<file path="src/rtl/stack_sequencer_pkg.sv">
// Shared definitions for the stack sequencer.
// Holds the default geometry (DATA_W/DEPTH), the access opcode encoding and
// the FSM state enum used by the top level.
// Optional feature macro: STACK_SEQ_PEEK_EN (enables the peek operation).
package stack_sequencer_pkg;

  localparam int DATA_W_DEF = 8;
  localparam int DEPTH_DEF  = 16;

  typedef enum logic [1:0] {
    OP_PUSH = 2'b00,
    OP_POP  = 2'b01,
    OP_PEEK = 2'b10,
    OP_RSVD = 2'b11
  } op_e;

  typedef enum logic [2:0] {
    IDLE = 3'd0,
    WR   = 3'd1,
    RD   = 3'd2,
    RESP = 3'd3,
    ERR  = 3'd4
  } state_e;

endpackage

</file>
<file path="src/rtl/stack_sequencer_if.sv">
// Bundle of every non-clock/reset signal of the stack sequencer.
//   requester side : clear, req0/1, op0/1, wdata0/1 -> gnt0/1, done0/1,
//                    rvalid0/1, err0/1, rdata
//   memory side    : mem_en, mem_we, mem_addr, mem_wdata -> mem_rdata
//   status         : count, full, empty, ovf, udf
// slave  = the sequencer, master = requesters + RAM (e.g. a testbench).
interface stack_sequencer_if
  import stack_sequencer_pkg::*;
#(
  parameter int DATA_W = DATA_W_DEF,
  parameter int DEPTH  = DEPTH_DEF
);
  localparam int PTR_W = $clog2(DEPTH);

  logic              clear;
  logic              req0, req1;
  logic [1:0]        op0, op1;
  logic [DATA_W-1:0] wdata0, wdata1;
  logic              gnt0, gnt1, done0, done1, rvalid0, rvalid1, err0, err1;
  logic [DATA_W-1:0] rdata;
  logic              mem_en, mem_we;
  logic [PTR_W-1:0]  mem_addr;
  logic [DATA_W-1:0] mem_wdata, mem_rdata;
  logic [PTR_W:0]    count;
  logic              full, empty, ovf, udf;

  modport slave (
    input  clear, req0, req1, op0, op1, wdata0, wdata1, mem_rdata,
    output gnt0, gnt1, done0, done1, rvalid0, rvalid1, err0, err1, rdata,
           mem_en, mem_we, mem_addr, mem_wdata, count, full, empty, ovf, udf
  );

  modport master (
    output clear, req0, req1, op0, op1, wdata0, wdata1, mem_rdata,
    input  gnt0, gnt1, done0, done1, rvalid0, rvalid1, err0, err1, rdata,
           mem_en, mem_we, mem_addr, mem_wdata, count, full, empty, ovf, udf
  );

endinterface

</file>
<file path="src/rtl/stack_rr_arb.sv">
// Two-way round-robin arbiter.
//   req0/req1 : requests
//   last      : 1 when requester 1 was granted most recently
//   gnt0/gnt1 : one-hot (or zero) grant
module stack_rr_arb (
  input  logic req0,
  input  logic req1,
  input  logic last,
  output logic gnt0,
  output logic gnt1
);
  // On a tie the requester that was not served last wins.
  assign gnt0 = req0 & (~req1 | last);
  assign gnt1 = req1 & (~req0 | ~last);
endmodule

</file>
<file path="src/rtl/stack_sequencer.sv">
// Stack sequencer: two requesters share one LIFO stored in an external
// single-port RAM (1-cycle read latency).
//   clk  : rising-edge clock
//   rst  : asynchronous active-low reset
//   bus  : stack_sequencer_if.slave (requests, responses, RAM port, status)
// Optional feature macro: STACK_SEQ_PEEK_EN -- when undefined, op 10 (peek)
// is handled like the reserved opcode.
module stack_sequencer
  import stack_sequencer_pkg::*;
#(
  parameter int DATA_W = DATA_W_DEF,
  parameter int DEPTH  = DEPTH_DEF
) (
  input  logic             clk,
  input  logic             rst,
  stack_sequencer_if.slave bus
);
  localparam int             PTR_W    = $clog2(DEPTH);
  localparam logic [PTR_W:0] ONE      = (PTR_W+1)'(1);
  localparam logic [PTR_W:0] FULL_CNT = (PTR_W+1)'(DEPTH);

  state_e            state, state_nx;
  logic [PTR_W:0]    sp, sp_m1;
  logic              last, owner, is_pop, ovf_q, udf_q;
  logic [DATA_W-1:0] wdata_q;
  logic              arb_g0, arb_g1, grant, gsel, full, empty;
  op_e               gop;
  logic [DATA_W-1:0] gwdata;
  logic              go_wr, go_rd, rd_pop, set_ovf, set_udf;

  stack_rr_arb u_arb (
    .req0 (bus.req0),
    .req1 (bus.req1),
    .last (last),
    .gnt0 (arb_g0),
    .gnt1 (arb_g1)
  );

  // Grants exist only in IDLE, and a pending flush suppresses them.
  assign grant  = (state == IDLE) && !bus.clear && (arb_g0 || arb_g1);
  assign gsel   = arb_g1;
  assign gop    = op_e'(gsel ? bus.op1 : bus.op0);
  assign gwdata = gsel ? bus.wdata1 : bus.wdata0;
  assign sp_m1  = sp - ONE;
  assign full   = (sp == FULL_CNT);
  assign empty  = (sp == '0);

  assign bus.count = sp;
  assign bus.full  = full;
  assign bus.empty = empty;
  assign bus.ovf   = ovf_q;
  assign bus.udf   = udf_q;

  // Classify the granted operation; anything not accepted ends in ERR.
  always_comb begin
    go_wr   = 1'b0;
    go_rd   = 1'b0;
    rd_pop  = 1'b0;
    set_ovf = 1'b0;
    set_udf = 1'b0;
    case (gop)
      OP_PUSH: if (full) set_ovf = 1'b1; else go_wr = 1'b1;
      OP_POP:  if (empty) set_udf = 1'b1; else begin go_rd = 1'b1; rd_pop = 1'b1; end
`ifdef STACK_SEQ_PEEK_EN
      OP_PEEK: if (empty) set_udf = 1'b1; else go_rd = 1'b1;
`endif
      default: ;
    endcase
  end

  always_ff @(posedge clk or negedge rst) begin
    if (!rst) state <= IDLE;
    else      state <= state_nx;
  end

  always_comb begin
    state_nx      = state;
    bus.gnt0      = 1'b0;
    bus.gnt1      = 1'b0;
    bus.done0     = 1'b0;
    bus.done1     = 1'b0;
    bus.rvalid0   = 1'b0;
    bus.rvalid1   = 1'b0;
    bus.err0      = 1'b0;
    bus.err1      = 1'b0;
    bus.rdata     = '0;
    bus.mem_en    = 1'b0;
    bus.mem_we    = 1'b0;
    bus.mem_addr  = '0;
    bus.mem_wdata = '0;
    case (state)
      IDLE: if (grant) begin
        bus.gnt0 = arb_g0;
        bus.gnt1 = arb_g1;
        state_nx = go_wr ? WR : (go_rd ? RD : ERR);
      end
      WR: begin
        bus.mem_en    = 1'b1;
        bus.mem_we    = 1'b1;
        bus.mem_addr  = sp[PTR_W-1:0];
        bus.mem_wdata = wdata_q;
        bus.done0     = !owner;
        bus.done1     = owner;
        state_nx      = IDLE;
      end
      RD: begin
        bus.mem_en   = 1'b1;
        bus.mem_addr = sp_m1[PTR_W-1:0];
        state_nx     = RESP;
      end
      RESP: begin
        bus.rdata   = bus.mem_rdata;
        bus.rvalid0 = !owner;
        bus.rvalid1 = owner;
        state_nx    = IDLE;
      end
      ERR: begin
        bus.err0 = !owner;
        bus.err1 = owner;
        state_nx = IDLE;
      end
      default: state_nx = IDLE;
    endcase
  end

  // last resets to 1 so requester 0 wins the first tie.
  always_ff @(posedge clk or negedge rst) begin
    if (!rst) begin
      sp      <= '0;
      last    <= 1'b1;
      owner   <= 1'b0;
      is_pop  <= 1'b0;
      ovf_q   <= 1'b0;
      udf_q   <= 1'b0;
      wdata_q <= '0;
    end else begin
      if (state == IDLE && bus.clear) begin
        sp    <= '0;
        ovf_q <= 1'b0;
        udf_q <= 1'b0;
      end else if (grant) begin
        last   <= gsel;
        owner  <= gsel;
        is_pop <= rd_pop;
        if (go_wr)   wdata_q <= gwdata;
        if (set_ovf) ovf_q   <= 1'b1;
        if (set_udf) udf_q   <= 1'b1;
      end
      if (state == WR)           sp <= sp + ONE;
      if (state == RD && is_pop) sp <= sp_m1;
    end
  end

endmodule

</file>
<file path="src/flat_wrapper.sv">
// flat-port wrapper written by rule: the top's interface ports become plain ports
module stack_sequencer_flat import stack_sequencer_pkg::*;
#(
  parameter int DATA_W = DATA_W_DEF,
  parameter int DEPTH  = DEPTH_DEF
)
  (clk, rst, bus_clear, bus_req0, bus_req1, bus_op0, bus_op1, bus_wdata0, bus_wdata1, bus_mem_rdata, bus_gnt0, bus_gnt1, bus_done0, bus_done1, bus_rvalid0, bus_rvalid1, bus_err0, bus_err1, bus_rdata, bus_mem_en, bus_mem_we, bus_mem_addr, bus_mem_wdata, bus_count, bus_full, bus_empty, bus_ovf, bus_udf);
  stack_sequencer_if #(.DATA_W(DATA_W), .DEPTH(DEPTH)) bus_i ();
  input  logic clk;
  input  logic rst;
  input wire logic [$bits(bus_i.clear)-1:0] bus_clear;
  input wire logic [$bits(bus_i.req0)-1:0] bus_req0;
  input wire logic [$bits(bus_i.req1)-1:0] bus_req1;
  input wire logic [$bits(bus_i.op0)-1:0] bus_op0;
  input wire logic [$bits(bus_i.op1)-1:0] bus_op1;
  input wire logic [$bits(bus_i.wdata0)-1:0] bus_wdata0;
  input wire logic [$bits(bus_i.wdata1)-1:0] bus_wdata1;
  input wire logic [$bits(bus_i.mem_rdata)-1:0] bus_mem_rdata;
  output wire logic [$bits(bus_i.gnt0)-1:0] bus_gnt0;
  output wire logic [$bits(bus_i.gnt1)-1:0] bus_gnt1;
  output wire logic [$bits(bus_i.done0)-1:0] bus_done0;
  output wire logic [$bits(bus_i.done1)-1:0] bus_done1;
  output wire logic [$bits(bus_i.rvalid0)-1:0] bus_rvalid0;
  output wire logic [$bits(bus_i.rvalid1)-1:0] bus_rvalid1;
  output wire logic [$bits(bus_i.err0)-1:0] bus_err0;
  output wire logic [$bits(bus_i.err1)-1:0] bus_err1;
  output wire logic [$bits(bus_i.rdata)-1:0] bus_rdata;
  output wire logic [$bits(bus_i.mem_en)-1:0] bus_mem_en;
  output wire logic [$bits(bus_i.mem_we)-1:0] bus_mem_we;
  output wire logic [$bits(bus_i.mem_addr)-1:0] bus_mem_addr;
  output wire logic [$bits(bus_i.mem_wdata)-1:0] bus_mem_wdata;
  output wire logic [$bits(bus_i.count)-1:0] bus_count;
  output wire logic [$bits(bus_i.full)-1:0] bus_full;
  output wire logic [$bits(bus_i.empty)-1:0] bus_empty;
  output wire logic [$bits(bus_i.ovf)-1:0] bus_ovf;
  output wire logic [$bits(bus_i.udf)-1:0] bus_udf;
  assign bus_i.clear = bus_clear;
  assign bus_i.req0 = bus_req0;
  assign bus_i.req1 = bus_req1;
  assign bus_i.op0 = bus_op0;
  assign bus_i.op1 = bus_op1;
  assign bus_i.wdata0 = bus_wdata0;
  assign bus_i.wdata1 = bus_wdata1;
  assign bus_i.mem_rdata = bus_mem_rdata;
  assign bus_gnt0 = bus_i.gnt0;
  assign bus_gnt1 = bus_i.gnt1;
  assign bus_done0 = bus_i.done0;
  assign bus_done1 = bus_i.done1;
  assign bus_rvalid0 = bus_i.rvalid0;
  assign bus_rvalid1 = bus_i.rvalid1;
  assign bus_err0 = bus_i.err0;
  assign bus_err1 = bus_i.err1;
  assign bus_rdata = bus_i.rdata;
  assign bus_mem_en = bus_i.mem_en;
  assign bus_mem_we = bus_i.mem_we;
  assign bus_mem_addr = bus_i.mem_addr;
  assign bus_mem_wdata = bus_i.mem_wdata;
  assign bus_count = bus_i.count;
  assign bus_full = bus_i.full;
  assign bus_empty = bus_i.empty;
  assign bus_ovf = bus_i.ovf;
  assign bus_udf = bus_i.udf;
  stack_sequencer #(.DATA_W(DATA_W), .DEPTH(DEPTH)) u_core (.clk(clk), .rst(rst), .bus(bus_i));
endmodule
</file>
<file path="config.mk">
export PLATFORM = sky130hd
export DESIGN_NAME = stack_sequencer_flat
export DESIGN_NICKNAME = d
export VERILOG_FILES = /design/src/rtl/stack_sequencer_pkg.sv /design/src/rtl/stack_sequencer_if.sv /design/src/rtl/stack_rr_arb.sv /design/src/rtl/stack_sequencer.sv /design/src/flat_wrapper.sv
export SDC_FILE = /design/constraint.sdc
export NUM_CORES = 1
export LEC_CHECK = 0
export ABC_CLOCK_PERIOD_IN_PS = 2100
export CORE_ASPECT_RATIO = 2
export CORE_UTILIZATION = 40
export DETAILED_ROUTE_END_ITERATION = 6
export PLACE_DENSITY = 0.9
export SLEW_MARGIN = 20
export SYNTH_ARGS = -nofsm -noshare
export SYNTH_HDL_FRONTEND = slang
export SYNTH_SLANG_ARGS = --single-unit
</file>
<file path="constraint.sdc">
create_clock -name clk -period 2.1 [get_ports clk]
set_input_delay 0.21 -clock clk [delete_from_list [all_inputs] [get_ports clk]]
set_output_delay 0.21 -clock clk [all_outputs]
set_load 0.01 [all_outputs]
</file>
---- Word-level counts from Yosys, hierarchy flattened ----
Index checks and enable logic that the tools add are counted.
word-level totals
  input port bits ......................... 33
  output and inout port bits .............. 39
  register bits ........................... 21
  word-level logic and storage cells ...... 82
operators by class
  multiplexer cells ....................... 38
  reductions and logical operators ........ 19
  add/subtract/negate cells ............... 2
  equal/unequal tests ..................... 7
  bitwise gates (word level) .............. 8
operators by type and width
  operator                                             count
  2-to-1 mux 1 bit                                     26
  2-to-1 mux 8 bit                                     3
  2-to-1 mux 5 bit                                     3
  2-to-1 mux 3 bit                                     3
  case mux 4 bit (2 select lines)                      1
  equality test 3 x 2 -> 1 bit, second input constant  2
  case mux 3 bit (2 select lines)                      1
  AND reduction 2 bit                                  3
  nonzero test 2 bit                                   3
  adder 5 x 1 -> 5 bit, second input constant          1
  equality test 5 bit, second input constant           1
  logical NOT 5 bit                                    1
  subtractor 5 x 1 -> 5 bit, second input constant     1
  logical AND 1 bit                                    4
  inverter 1 bit                                       4
  equality test 3 x 1 -> 1 bit, second input constant  1
  equality test 3 bit, second input constant           1
  logical NOT 3 bit                                    1
  AND reduction 3 bit                                  1
  nonzero test 3 bit                                   1
  bitwise AND 1 bit                                    2
  equality test 2 x 1 -> 1 bit, second input constant  1
  logical NOT 1 bit                                    2
  logical NOT 2 bit                                    1
  other kinds (5)                                      6

---- Longest topological paths before layout ----
  word-level depth ........................ 10
  mapped depth ............................ 7
  gate-level depth less buffers ........... 6

---- Modules after synthesis ----
A second synthesis with hierarchy kept.
second synthesis, totals
  cells, all modules ...................... 148
  area, all modules ....................... 1440.1 µm²
by module, submodules not included
  module           cells each  sequential area each (µm²)  area each (µm²)  instances
  stack_sequencer  145         526.8                       1421.4           1
  stack_rr_arb     3           0.0                         18.8             1

---- Least setup slack after synthesis ----
Ideal clock, no wire load.
  kind .................................... reg-to-reg
  start ................................... register u_core.sp[0] (netlist: u_core.bus.count[0])
  end ..................................... register u_core.udf_q (netlist: u_core.bus.udf)
  required time ........................... 2.036 ns
  stages on the path, launching flop included .. 7
  setup time .............................. 0.064 ns
  setup slack ............................. 0.225 ns
  buffers on the path ..................... 0
  period minus slack after synthesis ...... 1.875 ns
  arrival ................................. 1.810 ns
  path through ............................ dfrtp_1 -> inv_1 -> ha_1 -> or3b_2 -> nor2_1 -> and4b_2 -> o21a_1
on the way
  cells in the longest elaborated chain, start to end .. 5
RTL lines
  what                           line                    RTL
  start, declared                stack_sequencer.sv:23   logic [PTR_W:0] sp, sp_m1;
  start signal, assigned         stack_sequencer.sv:149  if (state == WR) sp <= sp + ONE;
  start signal, assigned         stack_sequencer.sv:150  if (state == RD && is_pop) sp <= sp_m1;
  logical NOT 5 bit              stack_sequencer.sv:46   assign empty = (sp == '0);
  via bus_empty                  flat_wrapper.sv:34      output wire logic [$bits(bus_i.empty)-1:0] bus_empty;
  2-to-1 mux 1 bit               stack_sequencer.sv:63   OP_POP: if (empty) set_udf = 1'b1; else begin go_rd = 1'b1; rd_pop = 1'b1; end
  2-to-1 mux 1 bit               stack_sequencer.sv:61   case (gop)
  nonzero test 2 bit (no line)   --
  AND reduction 2 bit (no line)  --
  end signal, assigned           stack_sequencer.sv:134  udf_q <= 1'b0;
  end signal, assigned           stack_sequencer.sv:140  udf_q <= 1'b0;
  end signal, assigned           stack_sequencer.sv:147  if (set_udf) udf_q <= 1'b1;
  end, declared                  stack_sequencer.sv:24   logic last, owner, is_pop, ovf_q, udf_q;
The timed path passes the listed nets, and every way through them passes these cells.
A chain may end at the register's enable or synchronous reset.

---- Worst setup path after layout ----
  start ................................... register u_core.state[1]
  end ..................................... output bus_mem_wdata[5]
on the way
  cells in the longest elaborated chain, start to end .. 2
RTL lines
  what                          line                   RTL
  start, declared               stack_sequencer.sv:22  state_e state, state_nx;
  start signal, assigned        stack_sequencer.sv:73  else state <= state_nx;
  equality test 3 x 1 -> 1 bit  stack_sequencer.sv:91  case (state)
  2-to-1 mux 8 bit              stack_sequencer.sv:91
  end, declared                 flat_wrapper.sv:31     output wire logic [$bits(bus_i.mem_wdata)-1:0] bus_mem_wdata;
No other way between the ends.

==> summary.txt <==
top cells by area, synth = dfrtp_1 34%, mux2_4 8.2%, mux2_2 6.2%, and3_1 4.3%, and2_1 3.9%
flops & latches, synth = 21
1st-pass router iterations = 4
Clk pin slew, worst setup/hold paths = 80 ps
clk sinks = 21
crit-path max FO = 15
DPL Wire Length = 3270 um
die height = 87.4 um
Worst EP required = 1890 ps
initial antenna violation count = 0
Clock Latency Late Sink = 270 ps
Seq/Total Area, Yosys = 36.1%
core box area = 3450 um^2
delay-heaviest family, CP = simple AND/OR/NAND/NOR gates
Largest stage delay, worst path = 520 ps
critical path depth in cells = 5
Routed WL = 4120 um
I/O pins = 72
final hold slack = 294 ps
footprint of the multi-input gates = 855 um^2
Nets = 273
worst setup path category = register to primary output
Placer Congestion = 0.787
Final min period = 2040 ps
most frequent cells in the layout = 50 x clkdlybuf4s50_1, 22 x buf_4, 20 x dfrtp_1
Core Rows = 30
Worst Max-Slew Pin Slew = 508 ps
All-Layer GR Usage = 23.5%
commonest non-fill, non-tap cell in the layout = clkdlybuf4s50_1
Antenna Violating Nets Remaining = 0
CP arrival = 1830 ps
share of cells above drive strength 1 = 27.0%
PortBufs = 71
Clock Skews = 5.14 ps
EDFF count, synth = 0
R2R cell count = 7
Leakage = 0.00120 uW
WL/cell = 14.4 um
nature of the critical path startpoint = register
Die X = 44.7 um
largest net degree at the start of global routing = 22
Design Power = 2380 uW
Max-Cap Viols = 0
die area = 3910 um^2
Slew Viols, Final = 0
Synth Instances = 147
cts bufs inserted = 3
htree depth = 1
PD cells = 993 nW/um^2
Slew Limit Headroom = 66.0%
Starting Density = 42.2%
DRT iter0 DRCs = 30
Buf+Inv Stages, Crit Path = 3
first-pass GRT wire length = 6820 um
TritonCTS clock tree = yes
Setup Viol. Count Final = 0
status = finished clean
fmax = 491 MHz
Worst setup EP type = primary output
Vias/cell = 5.22
Antenna diodes = 0
Layout area overhead = 64.0%
Final TNS setup = 0 ps
crit-path cells = or3b_2 > inv_2 > buf_12 > and2_1 > dlygate4sd2_1
FFs w/ async S/R, synth = 100%
synthesized cell area = 1460 um^2
min-delay worst type = primary input to async pin
final hold viol count = 0
Netlist cell types = 46
syn_area_per_cell = 9.92 um^2
Crit-path slowest cell = or3b_2
syn nets = 182
Root Buffer = clkbuf_8
clk buf depth = 2
period utilization = 96.9%
Synth Warn # = 0
drt drc = 0
fillcell total = 271
total grt overflow = 0
worst IR drop on VDD = 767 uV
number of global-route vias before repair = 1532
DR vias = 1488
RSZ-0062 raised after global routing = no
area share of the largest cell type after synthesis = 34.3%
ys flop type = dfrtp_1
FF+latch area = 527 um^2
largest area contributor in the netlist = dfrtp_1
-- sequential cells by signal, summed over array words and instances, names as in the netlist --
register	flops
u_core.bus.udf	1
u_core.bus.count	5
u_core.state	3
u_core.wdata_q	8
u_core.owner	1
u_core.is_pop	1
u_core.last	1
u_core.bus.ovf	1
-- worst register-to-register path: stages, from the launching register on --
cell	delay, ps
dfrtp_1	400
buf_6	160
nor4_4	300
buf_4	160
buf_4	110
o21a_4	120
and4_4	330
mux2_4	320
-- what timing repair did --
item | 4_1_cts | 5_1_grt
endpoints found under the setup margin | 20 | 16
pin swaps | 1 | 1
buffers inserted | 1 | 1
hold buffers | 0 | 0
gates resized for setup | 22 | 15
-- metrics by stage --
stage / setup slack, ps / std cells / instance area [um^2] / utilization [%]
after floorplan: 225 / 147 / 1460 / -
after global placement: 59.1 / 279 / 2340 / 67.7
after detailed placement: -18.8 / 279 / 2340 / 67.7
after CTS: 0.496 / 284 / 2380 / 68.9
after global routing: 1.46 / 285 / 2390 / 69.3
final: 64.4 / 285 / 2390 / 69.3
-- cell type report --
cell class                 count  area share, %
clock buffer                   3           1.73
clock inverter                 1          0.209
inverter                       7           1.10
multi-input combinational    110           35.7
sequential                    21           22.0
tap                           48           2.51
timing repair buffer          95           36.7
-- path summary, 6_finish.rpt --
check	startpoint	endpoint	slack, ps
max reg2reg	u_core.state[0]	u_core.wdata_q[7]	100
min	rst	u_core.bus.count[1]	290
min reg2reg	u_core.bus.udf	u_core.bus.udf	500
max in group asynchronous	rst	u_core.last	1520
min in group clk	u_core.bus.udf	u_core.bus.udf	500
max	u_core.state[1]	bus_mem_wdata[5]	60
-- cell usage after synthesis (5+ instances only) --
library cell   n
and2_1         9
o21ai_0        7
mux2_4         8
mux2_2         8
a21oi_1        5
and3_1        10
nand2_1       12
nor2_1         7
inv_1          7
dfrtp_1       20
-- cells by family after synthesis --
logic type	after synthesis	synth area share, %
and+or+nand+nor	59	24.9
AOI/OAI and AO/OA	30	14.2
DFF	21	36.1
muxes	18	16.0
buffers and inverters	16	6.52
adders and majority gates	2	1.71
xor gates and xnor gates	1	0.600
-- routing by layer --
layer	track usage (%)	share of wire, %	vias to the layer above
met1	24.8	35	702
met4	11.6	2.5	0
li1	-	-	709
met2	43.9	58	68
met5	0	0	-
met3	1.87	4.3	9
-- report_power, final --
part	internal (uW)	switching, uW	leakage (uW)
Clock	132	134	0.0000255
Sequential	576	136	0.000268
Combinational	775	622	0.000905
Power figures use the tool's default switching activity.
